`src/rtl/dram_if_pkg.sv`:
```
// Shared types and widths for the cache-side DRAM read/writeback lane interface.
package dram_if_pkg;

  localparam int LANE_W   = 128;
  localparam int ADDR_W   = 22;
  localparam int COMMON_W = 9;
  localparam int UPPER_W  = 13;

  typedef struct packed {
    logic [ADDR_W-1:0]  addr_read;
    logic [UPPER_W-1:0] victim_upper;
    logic               dirty;
    logic [LANE_W-1:0]  victim_lane;
  } miss_req_t;

  typedef enum logic [1:0] {
    IDLE     = 2'd0,
    ISSUE    = 2'd1,
    WAIT_ACK = 2'd2,
    DELIVER  = 2'd3
  } req_state_e;

endpackage

```
`src/rtl/miss_req_fifo.sv`:
```
// Synchronous miss-request FIFO; pointers carry an extra wrap bit to tell full from empty.
module miss_req_fifo
  import dram_if_pkg::*;
#(
  parameter int FIFO_DEPTH = 2
) (
  input  logic      main_clk,
  input  logic      rst_n,
  input  logic      i_push,
  input  logic      i_pop,
  input  miss_req_t i_wdata,
  output miss_req_t o_rdata,
  output logic      o_full,
  output logic      o_empty
);

  localparam int AW = $clog2(FIFO_DEPTH);

  miss_req_t        r_mem [FIFO_DEPTH];
  logic [AW:0]      r_wr_ptr;
  logic [AW:0]      r_rd_ptr;
  logic             w_do_push;
  logic             w_do_pop;

  assign o_empty   = (r_wr_ptr == r_rd_ptr);
  assign o_full    = (r_wr_ptr[AW] != r_rd_ptr[AW]) &&
                     (r_wr_ptr[AW-1:0] == r_rd_ptr[AW-1:0]);
  assign w_do_push = i_push && !o_full;
  assign w_do_pop  = i_pop && !o_empty;
  assign o_rdata   = r_mem[r_rd_ptr[AW-1:0]];

  always_ff @(posedge main_clk or negedge rst_n) begin
    if (!rst_n) begin
      r_wr_ptr <= '0;
      r_rd_ptr <= '0;
    end else begin
      if (w_do_push) r_wr_ptr <= r_wr_ptr + (AW+1)'(1);
      if (w_do_pop)  r_rd_ptr <= r_rd_ptr + (AW+1)'(1);
    end
  end

  // Storage is not reset: an entry is only read after it has been written.
  always_ff @(posedge main_clk) begin
    if (w_do_push) r_mem[r_wr_ptr[AW-1:0]] <= i_wdata;
  end

endmodule

```
`src/rtl/dram_cache_miss_requester.sv`:
```
// Cache-side initiator: queues line misses, pulses the DRAM controller, returns fills.
// Optional DRAM_REQ_TIMEOUT_EN adds a WAIT_ACK abort counter and sticky err_timeout.
module dram_cache_miss_requester
  import dram_if_pkg::*;
#(
  parameter int FIFO_DEPTH     = 2,
  parameter int TIMEOUT_CYCLES = 1023
) (
  input  logic                main_clk,
  input  logic                rst_n,
  input  logic                miss_valid,
  output logic                miss_ready,
  input  logic [ADDR_W-1:0]   miss_addr_read,
  input  logic [UPPER_W-1:0]  miss_addr_victim_upper,
  input  logic                miss_dirty,
  input  logic [LANE_W-1:0]   miss_victim_lane,
  output logic                fill_valid,
  input  logic                fill_ready,
  output logic [ADDR_W-1:0]   fill_addr,
  output logic [LANE_W-1:0]   fill_lane,
  output logic [UPPER_W-1:0]  addr_req_read_dram_side_dram,
  output logic [UPPER_W-1:0]  addr_req_write_dram_side_dram,
  output logic [COMMON_W-1:0] addr_req_common_side_dram,
  output logic [LANE_W-1:0]   lane_from_cache_to_dram_side_dram,
  output logic                dram_controller_entry_dirty_side_dram,
  output logic                dram_controller_req_read_pulse_side_dram,
  input  logic                dram_controller_ack_read_pulse_side_dram,
  input  logic [LANE_W-1:0]   lane_from_dram_to_cache_side_dram,
  output logic                busy,
  output logic                err_spurious_ack
`ifdef DRAM_REQ_TIMEOUT_EN
  ,
  output logic                err_timeout
`endif
);

  if (FIFO_DEPTH < 2 || (FIFO_DEPTH & (FIFO_DEPTH - 1)) != 0 || TIMEOUT_CYCLES < 1) begin : g_bad_param
    $error("dram_cache_miss_requester: FIFO_DEPTH must be a power of two >= 2, TIMEOUT_CYCLES >= 1");
  end

  req_state_e        r_state;
  miss_req_t         r_hold;
  logic              r_pulse;
  logic              r_fill_valid;
  logic [ADDR_W-1:0] r_fill_addr;
  logic [LANE_W-1:0] r_fill_lane;
  logic              r_err_spur;
  logic              r_alive;

  miss_req_t         w_head;
  miss_req_t         w_wdata;
  logic              w_full;
  logic              w_empty;
  logic              w_ready;
  logic              w_push;
  logic              w_pop;
  logic              w_ack;
  logic              w_timeout;

  assign w_ack = dram_controller_ack_read_pulse_side_dram;

  // r_alive keeps miss_ready low while (and right after) reset is asserted.
  assign w_ready = r_alive && !w_full;
  assign w_push  = miss_valid && w_ready;
  assign w_pop   = ((r_state == WAIT_ACK) && w_ack) || w_timeout;

  assign w_wdata.addr_read    = miss_addr_read;
  assign w_wdata.victim_upper = miss_addr_victim_upper;
  assign w_wdata.dirty        = miss_dirty;
  assign w_wdata.victim_lane  = miss_victim_lane;

  miss_req_fifo #(.FIFO_DEPTH(FIFO_DEPTH)) u_fifo (
    .main_clk (main_clk),
    .rst_n    (rst_n),
    .i_push   (w_push),
    .i_pop    (w_pop),
    .i_wdata  (w_wdata),
    .o_rdata  (w_head),
    .o_full   (w_full),
    .o_empty  (w_empty)
  );

`ifdef DRAM_REQ_TIMEOUT_EN
  localparam int TO_CLOG = $clog2(TIMEOUT_CYCLES + 1);
  localparam int TO_W    = (TO_CLOG > 10) ? TO_CLOG : 10;

  logic [TO_W-1:0] r_to_cnt;
  logic            r_err_to;

  assign w_timeout   = (r_state == WAIT_ACK) && !w_ack &&
                       (r_to_cnt == TO_W'(TIMEOUT_CYCLES - 1));
  assign err_timeout = r_err_to;
`else
  assign w_timeout = 1'b0;
`endif

  always_ff @(posedge main_clk or negedge rst_n) begin
    if (!rst_n) begin
      r_state      <= IDLE;
      r_hold       <= '0;
      r_pulse      <= 1'b0;
      r_fill_valid <= 1'b0;
      r_fill_addr  <= '0;
      r_fill_lane  <= '0;
      r_err_spur   <= 1'b0;
      r_alive      <= 1'b0;
`ifdef DRAM_REQ_TIMEOUT_EN
      r_to_cnt     <= '0;
      r_err_to     <= 1'b0;
`endif
    end else begin
      r_alive <= 1'b1;
      r_pulse <= 1'b0;
      if (w_ack && (r_state != WAIT_ACK)) r_err_spur <= 1'b1;
      case (r_state)
        IDLE: begin
          if (!w_empty && !r_fill_valid) begin
            r_hold  <= w_head;
            r_pulse <= 1'b1;
            r_state <= ISSUE;
          end
        end
        ISSUE: begin
          r_state <= WAIT_ACK;
`ifdef DRAM_REQ_TIMEOUT_EN
          r_to_cnt <= '0;
`endif
        end
        WAIT_ACK: begin
          if (w_ack) begin
            r_fill_lane  <= lane_from_dram_to_cache_side_dram;
            r_fill_addr  <= r_hold.addr_read;
            r_fill_valid <= 1'b1;
            r_state      <= DELIVER;
          end
`ifdef DRAM_REQ_TIMEOUT_EN
          else if (w_timeout) begin
            r_err_to <= 1'b1;
            r_state  <= IDLE;
          end else begin
            r_to_cnt <= r_to_cnt + TO_W'(1);
          end
`endif
        end
        DELIVER: begin
          if (fill_ready) begin
            r_fill_valid <= 1'b0;
            r_state      <= IDLE;
          end
        end
        default: r_state <= IDLE;
      endcase
    end
  end

  // Controller-facing fields come only from the hold register so they stay put until the ack.
  assign addr_req_read_dram_side_dram          = r_hold.addr_read[ADDR_W-1:COMMON_W];
  assign addr_req_common_side_dram             = r_hold.addr_read[COMMON_W-1:0];
  assign addr_req_write_dram_side_dram         = r_hold.victim_upper;
  assign dram_controller_entry_dirty_side_dram = r_hold.dirty;
  assign lane_from_cache_to_dram_side_dram     = r_hold.victim_lane;
  assign dram_controller_req_read_pulse_side_dram = r_pulse;

  assign miss_ready       = w_ready;
  assign fill_valid       = r_fill_valid;
  assign fill_addr        = r_fill_addr;
  assign fill_lane        = r_fill_lane;
  assign busy             = !w_empty || (r_state != IDLE);
  assign err_spurious_ack = r_err_spur;

endmodule

```
`config.mk`:
```
export PLATFORM = sky130hd
export DESIGN_NAME = dram_cache_miss_requester
export DESIGN_NICKNAME = d
export VERILOG_FILES = /design/src/rtl/dram_if_pkg.sv /design/src/rtl/miss_req_fifo.sv /design/src/rtl/dram_cache_miss_requester.sv
export SDC_FILE = /design/constraint.sdc
export NUM_CORES = 1
export LEC_CHECK = 0
export ABC_AREA = 1
export CAP_MARGIN = 20
export CORE_MARGIN = 8
export CORE_UTILIZATION = 45
export DETAILED_ROUTE_END_ITERATION = 12
export PLACE_DENSITY = 0.76
export SLEW_MARGIN = 40
export SYNTH_ARGS = -nofsm -noshare
export SYNTH_HDL_FRONTEND = slang
export SYNTH_HIERARCHICAL = 1
export SYNTH_SLANG_ARGS = --single-unit
```
`constraint.sdc`:
```
create_clock -name main_clk -period 6.9 [get_ports main_clk]
set_clock_uncertainty 0.15 [all_clocks]
set_input_delay 2.07 -clock main_clk [delete_from_list [all_inputs] [get_ports main_clk]]
set_output_delay 2.07 -clock main_clk [all_outputs]
set_load 0.01 [all_outputs]
```
==> results of run 1 <==
-- layout make-up --
type	instances	area, um^2	area share, %
diodes	32	80.1	0.240
clock buffers	89	1870	5.61
clock inverters	37	400	1.20
inverters	20	105	0.315
multi-input cells	1489	5690	17.1
flip-flops and latches	652	18000	53.9
well taps	696	871	2.61
repair buffers	632	6370	19.1
-- flip-flops by register name, summed over array words and instances (netlist names), 2 cells and up --
signal and flops:
fill_addr 22, addr_req_common_side_dram 9, r_state 2, fill_lane 128
u_fifo/r_wr_ptr 2, addr_req_read_dram_side_dram 13, addr_req_write_dram_side_dram 13, u_fifo/r_rd_ptr 2
u_fifo/r_mem 328, lane_from_cache_to_dram_side_dram 128
-- kinds of logic after synthesis --
family / after synthesis / synth area share, %
AOI/OAI and AO/OA: 7 / 0.164
xor gates and xnor gates: 1 / 0.0359
adders and majority gates: 4 / 0.205
buffers and inverters: 124 / 3.05
DFF: 652 / 73.7
other: 1 / 0.0154
and+or+nand+nor: 1476 / 22.8
-- cell usage in the layout (no fill, tap or decap), drive strengths merged --
master | netlist | routed
ha | 4 | 4
buf | 78 | 18
conb | 1 | 1
nor2 | 4 | 4
nand3 | 4 | 4
nor3b | 1 | 1
o21ai | 5 | 5
inv | 20 | 25
clkinvlp | 0 | 1
o21bai | 1 | 1
nand2 | 1466 | 1466
dfrtp | 324 | 324
clkbuf | 26 | 89
clkdlybuf4s50 | 0 | 614
edfxtp | 328 | 328
o211ai | 1 | 1
xor2 | 1 | 1
clkinv | 0 | 26
diode | 0 | 32
or2 | 1 | 1
bufinv | 0 | 5
-- worst paths after layout --
path	endpoint	depth (start not counted)
min in group asynchronous	lane_from_cache_to_dram_side_dram[53]	1
setup / recovery	busy	7
setup reg to reg	addr_req_read_dram_side_dram[11]	10
hold / removal	fill_lane[22]	2
hold reg to reg	fill_lane[22]	2
max in group asynchronous	fill_lane[78]	3
-- critical path, cell delays in order (launching register included) --
cell and delay, ns:
dfrtp_4 0.61, inv_6 0.53, nand2_1 0.20, nand2_2 0.14, nand2_2 0.10, inv_1 0.16
nand2_1 0.10, clkdlybuf4s50_1 0.50
-- Yosys cell counts --
cell and number:
buf_2 40, buf_4 18, buf_6 18, buf_8 2, clkbuf_1 26, conb_1 1
dfrtp_1 324, edfxtp_1 328, ha_1 4, inv_1 17, inv_2 2, inv_4 1
nand2_1 1461, nand2_2 5, nand3_1 4, nor2_1 3, nor2_2 1, nor3b_1 1
o211ai_1 1, o21ai_0 5, o21bai_1 1, or2_2 1, xor2_1 1
-- metrics by stage --
stage	hold WS, ns	worst slack [ns]
after floorplan	0.319	0.512
after global placement	0.311	2.07
after global routing	0.344	1.60
final	0.327	1.72
after detailed placement	0.314	2.06
after CTS	0.330	1.66
-- power by group through the flow --
stage                     Combinational [mW]  Sequential, mW  Clock [mW]
final                                   5.05            6.00        3.68
after global routing                    5.53            6.10        3.89
after CTS                               5.11            6.00        3.74
after detailed placement                5.07            6.04           0
after global placement                  4.96            6.01           0
after floorplan                         2.08            6.29           0
-- metal layers --
layer  GRT usage [%]  vias to the layer above  part of all wire, %
met5               0                        -                 0.12
met1            25.8                     8803                   36
li1                -                     8360                    -
met3            7.64                      137                  8.3
met2            41.2                      700                   52
met4            10.0                       14                  3.6
==> results.tsv, run 1 <==
metric	value	unit
final_core_util	62.1	%
htree_levels	3	
grt_pass1_vias	18500	
start_util	45.4	%
die_area	61900	um^2
synth_seq_cells	652	
synth_largest_area_cell	edfxtp_1	
viasPerCell	4.94	
ir_drop	0.354	mV
nFillCells	4121	
rsz0062_at_grt	no	
worstHoldPathType	reg -> reg	
path_clk_slew	0.06	ns
finalPower	14.7	mW
ant_nets	0	
dp.cells	3488	
post-dp-hpwl	52100	um
cts_resized	0	
numCtsBuffers	68	
grt_use_total	23.4	%
period_share	75.0	%
p_sw	5.05	mW
nets	3164	
cts_tree	yes	
ys_seq_area_share	73.7	%
cts_root_buffer	clkbuf_16	
placementRows	85	
worstSetupPathType	reg -> out	
layout.cells.non_filler	3647	
status	finished, final reports clean	
r2r_slack	3.06	ns
hold_viol_final	0	
p_leak	15.0	nW
clkLatencyLatePin	0.60	ns
vias	18000	
yosys_warnings	6	
postSynthCellCount	2265	
dpl_cell_area	31000	um^2
end_kind	output port	
gp_congestion	0.871	
portBuffers	615	
slew_violations	0	
cts_hold_buffers	0	
setup-violations-final	0	
required	4.68	ns
rr_startpoint	u_fifo/r_rd_ptr[0]	
internal_power	9.67	mW
startpoint_type	flip-flop	
drt-total-wl	74800	um
grt_max_degree	141	
slew_headroom	46.5	%
avgSynthCellArea	10.8	um^2
pwr-share-comb	34.3	%
arrival	2.96	ns
yosysTopAreaCellShare	40.4	%
setup_tns	0	ns
layout-drive-gt1-share	4.83	%
grt_pass1_wl	112000	um
core_area	53700	um^2
antenna_found_initial	37	
die_h	249	um
wl_per_cell	20.5	um
layout_min_cycle_time	5.18	ns
postCtsSetupBuffers	0	
cts.path.max_buffers	3	
p_seq_share	40.7	%
postLayoutCellArea	33300	um^2
clkPwrFrac	25.0	%
maxCapViolCount	0	
swShare	34.3	%
cts_sinks	652	
syn_to_final_growth	36.8	%
worst_pin_slew	0.802	ns
drt-pass1-iter-count	5	
min_from	fill_lane[22]	
ios	616	
crit_start	u_fifo/r_rd_ptr[0]	
drcViolationCount	0	
clock.fmax	193	MHz
first_iter_violations	1422	
synth_cell_types	23	
grt.overflow.total	0	
p_per_area	442	nW/um^2
syn_nets	2566	
die_width	249	um
syn_area	24400	um^2
synthTopCellsByArea	edfxtp_1 (40%), dfrtp_1 (33%), nand2_1 (23%)	
crit_fanout	93	
Power figures use the tool's default switching activity.
==> run 2, diff against run 1 <==
==> constraint.sdc (replaced) <==
create_clock -name main_clk -period 5.1 [get_ports main_clk]
set_clock_uncertainty 0.15 [all_clocks]
set_input_delay 1.53 -clock main_clk [delete_from_list [all_inputs] [get_ports main_clk]]
set_output_delay 1.53 -clock main_clk [all_outputs]
set_load 0.01 [all_outputs]
==> run 2 against run 1 <==
Critical path type unchanged; largest cell class unchanged; wire length grew 0.30%; non-clock buffer count is 3 higher; hold slack got worse by 0.0026 ns; sequential power is 35% higher; largest power group unchanged; combinational power is 37% higher; power grew 36%; count of clock-buffer cells in the layout up 6; first-iteration DRC count is 5.1% lower; worst setup slack got worse by 1.1 ns; critical path depth is the same.
==> results.tsv, run 2 (synthesized netlist as in run 1, its figures left out) <==
metric	value	unit	change
dpl_cell_area	31100	um^2	+0.40%
htree_levels	3		unchanged
critPathMaxStageDelay	0.51	ns	-0.10 ns
whs	0.324	ns	-0.00257 ns
worst_pin_slew	0.877	ns	+0.0754 ns
largest_reg_flops	328		unchanged
die_area	61900	um^2	unchanged
nFillCells	4142		+0.51%
clkPwrFrac	25.4	%	+0.4 points
postCtsSetupBuffers	0		unchanged
die_width	249	um	unchanged
swShare	34.1	%	-0.24 points
worstHoldPathType	reg -> reg		
setup_tns	0	ns	unchanged
placementRows	85		unchanged
reg2reg_to	lane_from_cache_to_dram_side_dram[46]		
clock.fmax	222	MHz	
core_area	53700	um^2	unchanged
crit_start	u_fifo/r_rd_ptr[0]		
portBuffers	615		unchanged
layout_common_cells	nand2_1 (1461), clkdlybuf4s50_1 (614), edfxtp_1 (328)		
start_util	45.4	%	unchanged
cts_hold_buffers	0		unchanged
gp_congestion	0.891		+2.2%
slew_violations	0		unchanged
syn_to_final_growth	37.4	%	
layout_min_cycle_time	4.50	ns	
first_iter_violations	1349		-5.1%
status	finished, final reports clean		
vias	18000		-0.017%
ant_nets	0		unchanged
pwr-share-comb	34.4	%	about the same
rr_startpoint	u_fifo/r_rd_ptr[0]		
cts_sinks	652		unchanged
clkLatencyLatePin	0.61	ns	about the same
p_sw	6.84	mW	+35%
wl_per_cell	20.6	um	+0.42%
setup-violations-final	0		unchanged
period_share	88.2	%	
register_area	18000	um^2	unchanged
cp_cell_sequence	buf_12 > nand2_1 > nand2_2 > nand2_2 > inv_1 > nand2_1 > clkdlybuf4s50_1		
grt_pass1_vias	18500		+0.15%
r2r_slack	1.68	ns	-1.38 ns
p_per_area	599	nW/um^2	+36%
numCtsBuffers	69		+1.5%
grt_max_degree	168		+19%
maxCapViolCount	0		unchanged
worstSetupPathType	reg -> out		
arrival	2.82	ns	-0.14 ns
ios	616		unchanged
drcViolationCount	0		unchanged
grt_pass1_wl	113000	um	+1.1%
grt.overflow.total	0		unchanged
multi_input_area	5690	um^2	unchanged
nets	3168		+0.13%
worstSetupEndpoint	busy		
hold_viol_final	0		unchanged
post-dp-hpwl	51900	um	-0.45%
grt_use_total	23.6	%	+0.15 points
drt-total-wl	75000	um	+0.30%
viasPerCell	4.94		about the same
cts_root_buffer	clkbuf_16		
required	3.42	ns	-1.26 ns
cts_tree	yes		
reg2reg_depth	11		+1
startpoint_type	flip-flop		
cts.path.max_buffers	3		unchanged
rsz0062_at_grt	no		
ir_drop	0.412	mV	+16%
slew_headroom	41.5	%	-5.0 points
path_clk_slew	0.06	ns	about the same
cts_resized	0		unchanged
p_leak	15.0	nW	+0.31%
antenna_found_initial	42		+14%
slowest_stage	buf_12		
drt-pass1-iter-count	5		unchanged
layout-drive-gt1-share	4.93	%	+0.096 points
postLayoutCellArea	33500	um^2	+0.41%
end_kind	output port		
final_common_cell	nand2_1		
die_h	249	um	unchanged
internal_power	13.2	mW	+37%
crit_fanout	167		+80%
p_seq_share	40.3	%	-0.4 points
==> run 2: cell count changes in the layout (fill, tap and decap cells not counted), moves of 3 or more <==
cell | before | now
clkinv_2 | 14 | 11
diode_2 | 32 | 24
clkbuf_16 | 68 | 71
buf_12 | 4 | 12
inv_6 | 5 | 2
clkinvlp_4 | 1 | 4
==> run 2: through the flow <==
step | total power, mW | util [%] | setup slack, ns | instances
2_1_floorplan | 11.3 | - | 0.246 | 2265
5_1_grt | 21.2 | 62.3 | 0.439 | 3638
4_1_cts | 20.3 | 62.2 | 0.557 | 3619
3_5_place_dp | 15.1 | 57.9 | 1.08 | 3492
3_3_place_gp | 14.9 | 57.9 | 1.04 | 3492
6_report | 20.1 | 62.3 | 0.600 | 3643
==> run 2: layer usage <==
metal	GRT usage [%]	share of wire, %	up-vias
li1	-	-	8387
met1	26.1	36	8757
met2	41.5	52	719
met3	7.51	8.3	134
met4	10.1	3.3	14
met5	0	0.13	-
==> run 2: power groups by stage <==
stage          Clock (mW)  Combinational [mW]  Sequential [mW]
2_1_floorplan           0                2.81             8.49
3_3_place_gp            0                6.78             8.08
3_5_place_dp            0                6.94             8.14
4_1_cts              5.20                7.00             8.07
5_1_grt              5.41                7.54             8.22
6_report             5.09                6.90             8.08
==> run 2: area by class of cell <==
cell class / instances / share of cell area, %
flip-flops and latches: 652 / 53.6
repair buffers: 635 / 19.3
multi-input cells: 1489 / 17.0
clock buffers: 95 / 5.87
well taps: 696 / 2.60
clock inverters: 32 / 1.11
inverters: 20 / 0.291
diodes: 24 / 0.179
==> run 2: worst min-delay path by stage <==
stage	startpoint	end	cells after the start
floorplan	r_state[0]	r_state[0]	2
global placement	fill_lane[125]	fill_lane[125]	2
detailed placement	fill_lane[76]	fill_lane[76]	2
CTS	fill_lane[76]	fill_lane[76]	2
global route	fill_lane[43]	fill_lane[43]	2
finish	lane_from_cache_to_dram_side_dram[94]	lane_from_cache_to_dram_side_dram[94]	2
==> run 2: worst max-delay path: cells and delay by family, from the launching register on <==
kind          cells  cell delay (ns)
buf+inv           3             1.18
simple gates      4             0.49
flops             1             0.45
